--- src/rtl/sequence_game_core.sv ---
// Simon-style sequence game engine: grows a pseudo-random symbol sequence, replays it
// as timed prompts, then checks the player's channel toggles against it.
module sequence_game_core #(
  parameter int          NUM_CH     = 4,
  parameter int          MAX_LEN    = 16,
  parameter int          SHOW_TICKS = 25000000,
  parameter int          GAP_TICKS  = 12500000,
  parameter int          INPUT_TMO  = 0,
  parameter int          LIVES_INIT = 3,
  parameter int          SCORE_W    = 8,
  parameter logic [15:0] SEED       = 16'hACE1,
  localparam int         CH_W       = $clog2(NUM_CH + 1),
  localparam int         LEN_W      = $clog2(MAX_LEN + 1)
) (
  input  logic               clock,
  input  logic               reset,
  input  logic               go,
  input  logic [NUM_CH-1:0]  ch_in,
  output logic [CH_W-1:0]    prompt,
  output logic               showing,
  output logic [SCORE_W-1:0] score,
  output logic [3:0]         lives,
  output logic [LEN_W-1:0]   level,
  output logic               game_over,
  output logic               won
);

  localparam int SYM_W  = $clog2(NUM_CH);
  localparam int IDX_W  = (MAX_LEN > 1) ? $clog2(MAX_LEN) : 1;
  localparam int T_MAX1 = (SHOW_TICKS > GAP_TICKS) ? SHOW_TICKS : GAP_TICKS;
  localparam int T_MAX  = (INPUT_TMO > T_MAX1) ? INPUT_TMO : T_MAX1;
  localparam int TMR_W  = $clog2(T_MAX + 1);

  localparam logic [TMR_W-1:0] SHOW_LAST = TMR_W'(SHOW_TICKS - 1);
  localparam logic [TMR_W-1:0] GAP_LAST  = TMR_W'(GAP_TICKS - 1);
  localparam logic [TMR_W-1:0] TMO_LAST  = TMR_W'((INPUT_TMO > 0) ? INPUT_TMO - 1 : 0);
  localparam logic [IDX_W-1:0] IDX_ZERO  = '0;

  typedef enum logic [3:0] {
    S_IDLE, S_ARM, S_EXTEND, S_SHOW, S_INPUT, S_ROUND_OK, S_MISS, S_LOSE, S_WIN
  } state_t;

  state_t              state_q, state_d;
  logic                go_meta_q, go_meta_d, go_sync_q, go_sync_d, go_prev_q, go_prev_d;
  logic [NUM_CH-1:0]   ch_meta_q, ch_meta_d, ch_sync_q, ch_sync_d, ch_prev_q, ch_prev_d;
  logic [15:0]         lfsr_q, lfsr_d;
  logic [LEN_W-1:0]    idx_q, idx_d;
  logic [TMR_W-1:0]    tick_q, tick_d;
  logic                gap_q, gap_d;
  logic [CH_W-1:0]     prompt_q, prompt_d;
  logic                showing_q, showing_d;
  logic [SCORE_W-1:0]  score_q, score_d;
  logic [3:0]          lives_q, lives_d;
  logic [LEN_W-1:0]    level_q, level_d;
  logic                game_over_q, game_over_d;
  logic                won_q, won_d;

  logic [SYM_W-1:0]    mem_q [2**IDX_W];
  logic                mem_we;

  logic [SYM_W-1:0]    new_sym, cur_sym, next_sym, first_sym;
  logic [LEN_W-1:0]    idx_inc, level_last;
  logic [NUM_CH-1:0]   ev, want;
  logic                ev_any, ev_multi, ev_hit, go_rise;

  function automatic logic [CH_W-1:0] to_prompt(input logic [SYM_W-1:0] s);
    return CH_W'(s) + CH_W'(1);
  endfunction

  always_comb begin
    go_meta_d = go;
    go_sync_d = go_meta_q;
    go_prev_d = go_sync_q;
    ch_meta_d = ch_in;
    ch_sync_d = ch_meta_q;
    ch_prev_d = ch_sync_q;
    lfsr_d    = {1'b0, lfsr_q[15:1]} ^ (lfsr_q[0] ? 16'hB400 : 16'h0000);
  end

  // An event is a one-cycle difference between successive synced levels.
  always_comb begin
    new_sym    = SYM_W'(lfsr_q[7:0] % 8'(NUM_CH));
    idx_inc    = idx_q + LEN_W'(1);
    level_last = level_q - LEN_W'(1);
    cur_sym    = mem_q[idx_q[IDX_W-1:0]];
    next_sym   = mem_q[idx_inc[IDX_W-1:0]];
    first_sym  = mem_q[IDX_ZERO];
    ev         = ch_sync_q ^ ch_prev_q;
    ev_any     = |ev;
    ev_multi   = |(ev & (ev - NUM_CH'(1)));
    want       = NUM_CH'(1) << cur_sym;
    ev_hit     = ev_any && !ev_multi && (ev == want);
    go_rise    = go_sync_q && !go_prev_q;
  end

  always_comb begin
    state_d     = state_q;
    idx_d       = idx_q;
    tick_d      = tick_q;
    gap_d       = gap_q;
    prompt_d    = prompt_q;
    showing_d   = showing_q;
    score_d     = score_q;
    lives_d     = lives_q;
    level_d     = level_q;
    game_over_d = game_over_q;
    won_d       = won_q;
    mem_we      = 1'b0;
    case (state_q)
      S_IDLE: begin
        if (go_sync_q) state_d = S_ARM;
      end
      S_ARM: begin
        if (!go_sync_q) begin
          score_d = '0;
          level_d = '0;
          lives_d = 4'(LIVES_INIT);
          state_d = S_EXTEND;
        end
      end
      S_EXTEND: begin
        // The symbol written this cycle is bypassed when it is also the first prompt.
        mem_we    = 1'b1;
        level_d   = level_q + LEN_W'(1);
        idx_d     = '0;
        tick_d    = '0;
        gap_d     = 1'b0;
        showing_d = 1'b1;
        prompt_d  = to_prompt((level_q == '0) ? new_sym : first_sym);
        state_d   = S_SHOW;
      end
      S_SHOW: begin
        if (!gap_q) begin
          if (tick_q == SHOW_LAST) begin
            gap_d    = 1'b1;
            tick_d   = '0;
            prompt_d = '0;
          end else begin
            tick_d = tick_q + TMR_W'(1);
          end
        end else if (tick_q == GAP_LAST) begin
          tick_d = '0;
          gap_d  = 1'b0;
          if (idx_q == level_last) begin
            idx_d     = '0;
            showing_d = 1'b0;
            state_d   = S_INPUT;
          end else begin
            idx_d    = idx_inc;
            prompt_d = to_prompt(next_sym);
          end
        end else begin
          tick_d = tick_q + TMR_W'(1);
        end
      end
      S_INPUT: begin
        if (ev_any) begin
          if (ev_hit) begin
            tick_d = '0;
            if (idx_q == level_last) begin
              idx_d   = '0;
              state_d = S_ROUND_OK;
            end else begin
              idx_d = idx_inc;
            end
          end else begin
            state_d = S_MISS;
          end
        end else if (INPUT_TMO > 0 && tick_q == TMO_LAST) begin
          state_d = S_MISS;
        end else begin
          tick_d = tick_q + TMR_W'(1);
        end
      end
      S_ROUND_OK: begin
        if (score_q != {SCORE_W{1'b1}}) score_d = score_q + SCORE_W'(1);
        if (level_q == LEN_W'(MAX_LEN)) begin
          game_over_d = 1'b1;
          won_d       = 1'b1;
          state_d     = S_WIN;
        end else begin
          state_d = S_EXTEND;
        end
      end
      S_MISS: begin
        // A surviving miss replays the unchanged sequence from the start.
        lives_d = lives_q - 4'd1;
        if (lives_q == 4'd1) begin
          game_over_d = 1'b1;
          state_d     = S_LOSE;
        end else begin
          idx_d     = '0;
          tick_d    = '0;
          gap_d     = 1'b0;
          showing_d = 1'b1;
          prompt_d  = to_prompt(first_sym);
          state_d   = S_SHOW;
        end
      end
      S_LOSE, S_WIN: begin
        if (go_rise) begin
          game_over_d = 1'b0;
          won_d       = 1'b0;
          state_d     = S_ARM;
        end
      end
      default: state_d = S_IDLE;
    endcase
  end

  always_ff @(posedge clock or negedge reset) begin
    if (!reset) begin
      state_q     <= S_IDLE;
      go_meta_q   <= 1'b0;
      go_sync_q   <= 1'b0;
      go_prev_q   <= 1'b0;
      ch_meta_q   <= '0;
      ch_sync_q   <= '0;
      ch_prev_q   <= '0;
      lfsr_q      <= SEED;
      idx_q       <= '0;
      tick_q      <= '0;
      gap_q       <= 1'b0;
      prompt_q    <= '0;
      showing_q   <= 1'b0;
      score_q     <= '0;
      lives_q     <= 4'(LIVES_INIT);
      level_q     <= '0;
      game_over_q <= 1'b0;
      won_q       <= 1'b0;
    end else begin
      state_q     <= state_d;
      go_meta_q   <= go_meta_d;
      go_sync_q   <= go_sync_d;
      go_prev_q   <= go_prev_d;
      ch_meta_q   <= ch_meta_d;
      ch_sync_q   <= ch_sync_d;
      ch_prev_q   <= ch_prev_d;
      lfsr_q      <= lfsr_d;
      idx_q       <= idx_d;
      tick_q      <= tick_d;
      gap_q       <= gap_d;
      prompt_q    <= prompt_d;
      showing_q   <= showing_d;
      score_q     <= score_d;
      lives_q     <= lives_d;
      level_q     <= level_d;
      game_over_q <= game_over_d;
      won_q       <= won_d;
    end
  end

  always_ff @(posedge clock) begin
    if (mem_we) mem_q[level_q[IDX_W-1:0]] <= new_sym;
  end

  assign prompt    = prompt_q;
  assign showing   = showing_q;
  assign score     = score_q;
  assign lives     = lives_q;
  assign level     = level_q;
  assign game_over = game_over_q;
  assign won       = won_q;

endmodule

--- config.mk ---
export PLATFORM = sky130hd
export DESIGN_NAME = sequence_game_core
export DESIGN_NICKNAME = d
export VERILOG_FILES = /design/src/rtl/sequence_game_core.sv
export SDC_FILE = /design/constraint.sdc
export NUM_CORES = 1
export LEC_CHECK = 0
export ABC_AREA = 0
export CAP_MARGIN = 20
export CORE_ASPECT_RATIO = 0.6
export CORE_MARGIN = 2
export CORE_UTILIZATION = 65
export CTS_CLUSTER_DIAMETER = 200
export DETAILED_ROUTE_END_ITERATION = 16
export PLACE_DENSITY = 0.88
export SLEW_MARGIN = 10
export SYNTH_ARGS = -nofsm -noshare
export SYNTH_HDL_FRONTEND = slang
export SYNTH_SLANG_ARGS = --single-unit
--- constraint.sdc ---
create_clock -name clock -period 4.15 [get_ports clock]
set_input_delay 0.83 -clock clock [delete_from_list [all_inputs] [get_ports clock]]
set_output_delay 0.83 -clock clock [all_outputs]
set_load 0.005 [all_outputs]
==> flow_metrics.tcl, run 1 <==
set metrics [dict create \
    syn_inst 573 \
    clock-sinks 121 \
    vias_per_cell 6.84 \
    dp_hpwl_microns 10500 \
    core-area_sq_um 9190 \
    finalPower_uw 4480 \
    grt_max_degree 76 \
    drv_slew 0 \
    io-pin-count 30 \
    synth_top_family_by_area "simple AND/OR/NAND/NOR gates" \
    finClkSkew_ns 0.00843 \
    grt_overflow_total 0 \
    cap_violations 0 \
    seq_power_share_pct 33.7 \
    grt_usage_pct 33.8 \
    cts_tree "done" \
    outcome "finished clean" \
    synth_xor_area_share_pct 2.98 \
    p_sw_uw 1560 \
    r2r_slack_ns 0.50 \
    io_buffer_count 29 \
    rows 27 \
    synth_compound_area_share_pct 13.5 \
    antenna_found_initial 0 \
    synthArstFlopShare_pct 73.6 \
    yosysWarnings 0 \
    criticalPathCategory "flip-flop to flip-flop" \
    drtIter0Drc 753 \
    peakVddDrop_uv 440 \
    synth.distinct_cells 56 \
    comb_power_share_pct 32.7 \
    clkPwrFrac_pct 33.6 \
    area_delta_synth_final_pct 16.0 \
    fin_ws_ns 0.500 \
    syn_nets 592 \
    wl_per_cell_microns 21.8 \
    cts_hold_buffers 0 \
    required_ns 4.48 \
    post_cts_buffers 0 \
    fin_crit_ns 3.65 \
    htreeDepth 4 \
    gp_congestion 0.922 \
    worstPathMaxFanout 15 \
    initial_core_util_pct 67.1 \
    rsz0062_at_grt "no" \
    cts_resized 0 \
    synth_ff_type "dfrtp_1" \
    internal-power_uw 2920 \
    ant_nets 0 \
    ys_seq_area_share_pct 51.9 \
    hold_class "flip-flop to flip-flop" \
    synthSimpleGateAreaFrac_pct 16.8 \
    synth_seq_cells 121 \
    postSynthAreaPerCell_sq_um 10.8 \
    tns_ns 0 \
    fin_crit_sh_pct 87.9 \
    synthMuxAreaShare_pct 9.61 \
    first_pass_iters 6 \
    endpoint_kind "flip-flop" \
    insertedDiodeCount 0 \
    clk_path_buf_depth 2 \
    hold_viol_final 0 \
    netlist_area_sq_um 6170 \
    final_nets 619 \
    cts_inserted_buffers 17 \
    worstSkewPairLatency_ns 0.42 \
    die_y_microns 79.5 \
    dpl_worst_slack_ns 0.575 \
    die-area_sq_um 10300 \
    finalSetupViolations 0 \
    vias 5082 \
    clkTransAtPathRegs_ns 0.06 \
    maxSlewHeadroom_pct 31.3 \
    synth_edf_count 32 \
    p_sw_share_pct 34.7 \
    synthAdderAreaFrac_pct 2.43 \
    grt_pass1_wl_microns 26100 \
    final_layout_size_suffix_gt1_share_pct 12.1 \
    drc 0 \
    fmax_mhz 274 \
    grt_pass1_vias 5078 \
    tightest_slew_ns 1.03 \
    routed_wl_microns 16200 \
    fp.dieW_microns 130 \
    critPathArrivalTime_ns 3.98 \
    p_leak_uw 0.00287 \
    worst_setup_path_start_kind "flip-flop" \
    cts_root_buf "clkbuf_16" \
    p_per_area_nw_per_um2 626 \
]
## layer usage
metal / vias to the layer above / routed length (microns) / global-route usage, % / part of all wire, %
met5: - / 0 / 0 / 0
met4: 0 / 453 / 14.6 / 2.8
met3: 61 / 1820 / 8.51 / 11
met2: 399 / 7240 / 49.3 / 45
met1: 2438 / 6650 / 48.4 / 41
li1: 2184 / - / - / -
## final timing paths
kind,from,endpoint,depth (start not counted)
min,ch_meta_q[2],ch_prev_d[2],0
max in group asynchronous,reset,tick_q[20],2
max reg2reg,idx_q[1],tick_q[1],7
max,idx_q[1],tick_q[1],7
min in group asynchronous,reset,score[2],1
min reg2reg,ch_meta_q[2],ch_prev_d[2],0
## flip-flops by register name (all words and copies together), names as in the netlist
| register | cells |
|---|---|
| ch_meta_q | 4 |
| go_prev_d | 1 |
| ch_prev_q | 4 |
| go_prev_q | 1 |
| mem_q | 32 |
| state_q | 4 |
| idx_q | 5 |
| game_over | 1 |
| ch_prev_d | 4 |
| lives | 4 |
| level | 5 |
| showing | 1 |
| go_meta_q | 1 |
| score | 8 |
| won | 1 |
| tick_q | 25 |
| lfsr_q | 16 |
| gap_q | 1 |
| prompt | 3 |
## power groups by stage
stage / sequential, uW / clock [uW] / combinational [uW]
floorplan: 1430 / 0 / 1070
global placement: 1500 / 0 / 1320
detailed placement: 1520 / 0 / 1400
CTS: 1500 / 1510 / 1430
global route: 1530 / 1570 / 1590
finish: 1510 / 1510 / 1470
## cell type report
type | count | area (sq um)
sequential | 121 | 3200
inverter | 15 | 56.3
clock inverter | 6 | 85.1
clock buffer | 26 | 520
fill | 569 | 2030
timing repair buffer | 35 | 333
multi-input combinational | 410 | 2800
tap | 130 | 163
## cell usage after synthesis, drive strengths merged (8+ instances only)
master	instances	share of area [%]
a31oi	8	0.81
edfxtp	32	16
a21oi	12	1.2
and3	14	1.4
and2	8	0.81
xor2	10	1.4
o31ai	9	1.1
buf	8	0.71
inv	15	0.91
mux2i	9	1.5
xnor2	11	1.6
o21ai	67	5.4
dfstp	10	4.3
ha	12	2.4
nor3	21	1.8
nor2	42	2.6
mux4	17	6.3
mux2	10	1.8
nand2b	10	1.0
nand3	27	2.2
o211ai	20	2.4
nand2	51	3.1
clkbuf	19	1.2
dfrtp	79	32
## critical path, cell delays in order, from the launching register on
cell,delay [ns]
dfrtp_1,0.64
mux4_2,0.58
mux4_2,0.51
mux2i_1,0.14
and4b_1,0.23
nor3_2,0.83
o21ai_0,0.37
o21ai_0,0.26
## cell families after synthesis
group / count (synthesis)
AO/OA/AOI/OAI: 135
AND/OR/NAND/NOR: 206
flip-flops: 121
buffers and inverters: 42
XOR/XNOR: 21
multiplexers: 36
adder cells (fa/ha/maj): 12
## cell usage in the layout, fill, tap and decap left out, types with 10 or more instances in the layout
cell / synthesis / routed
clkbuf_16: 0 / 18
a21oi_1: 11 / 10
ha_1: 12 / 12
xnor2_1: 11 / 11
clkdlybuf4s50_1: 0 / 28
xor2_1: 10 / 10
nor3_1: 20 / 20
nor2_1: 42 / 42
nand3_1: 27 / 27
and3_1: 14 / 14
nand2b_1: 10 / 10
inv_1: 15 / 15
nand2_1: 51 / 51
dfrtp_1: 79 / 79
o211ai_1: 20 / 20
mux4_2: 15 / 15
dfstp_2: 10 / 10
o21ai_0: 67 / 67
edfxtp_1: 32 / 32
## stage by stage
step                      hold slack, ns  std cells  cell area [sq um]  util [%]
after floorplan                    0.331        573               6170         -
after global placement             0.333        711               6550      71.3
after detailed placement           0.339        711               6550      71.3
after CTS                          0.351        743               7160      77.9
after global routing               0.353        743               7160      77.9
final                              0.348        743               7160      77.9
Note: power is estimated with default switching activity, not from simulation.
==> inputs of run 2 (changes only) <==
- SLEW_MARGIN: 10 -> 20
==> results of run 2 <==
The final DEF is identical to that of run 1; final timing and power are the same.
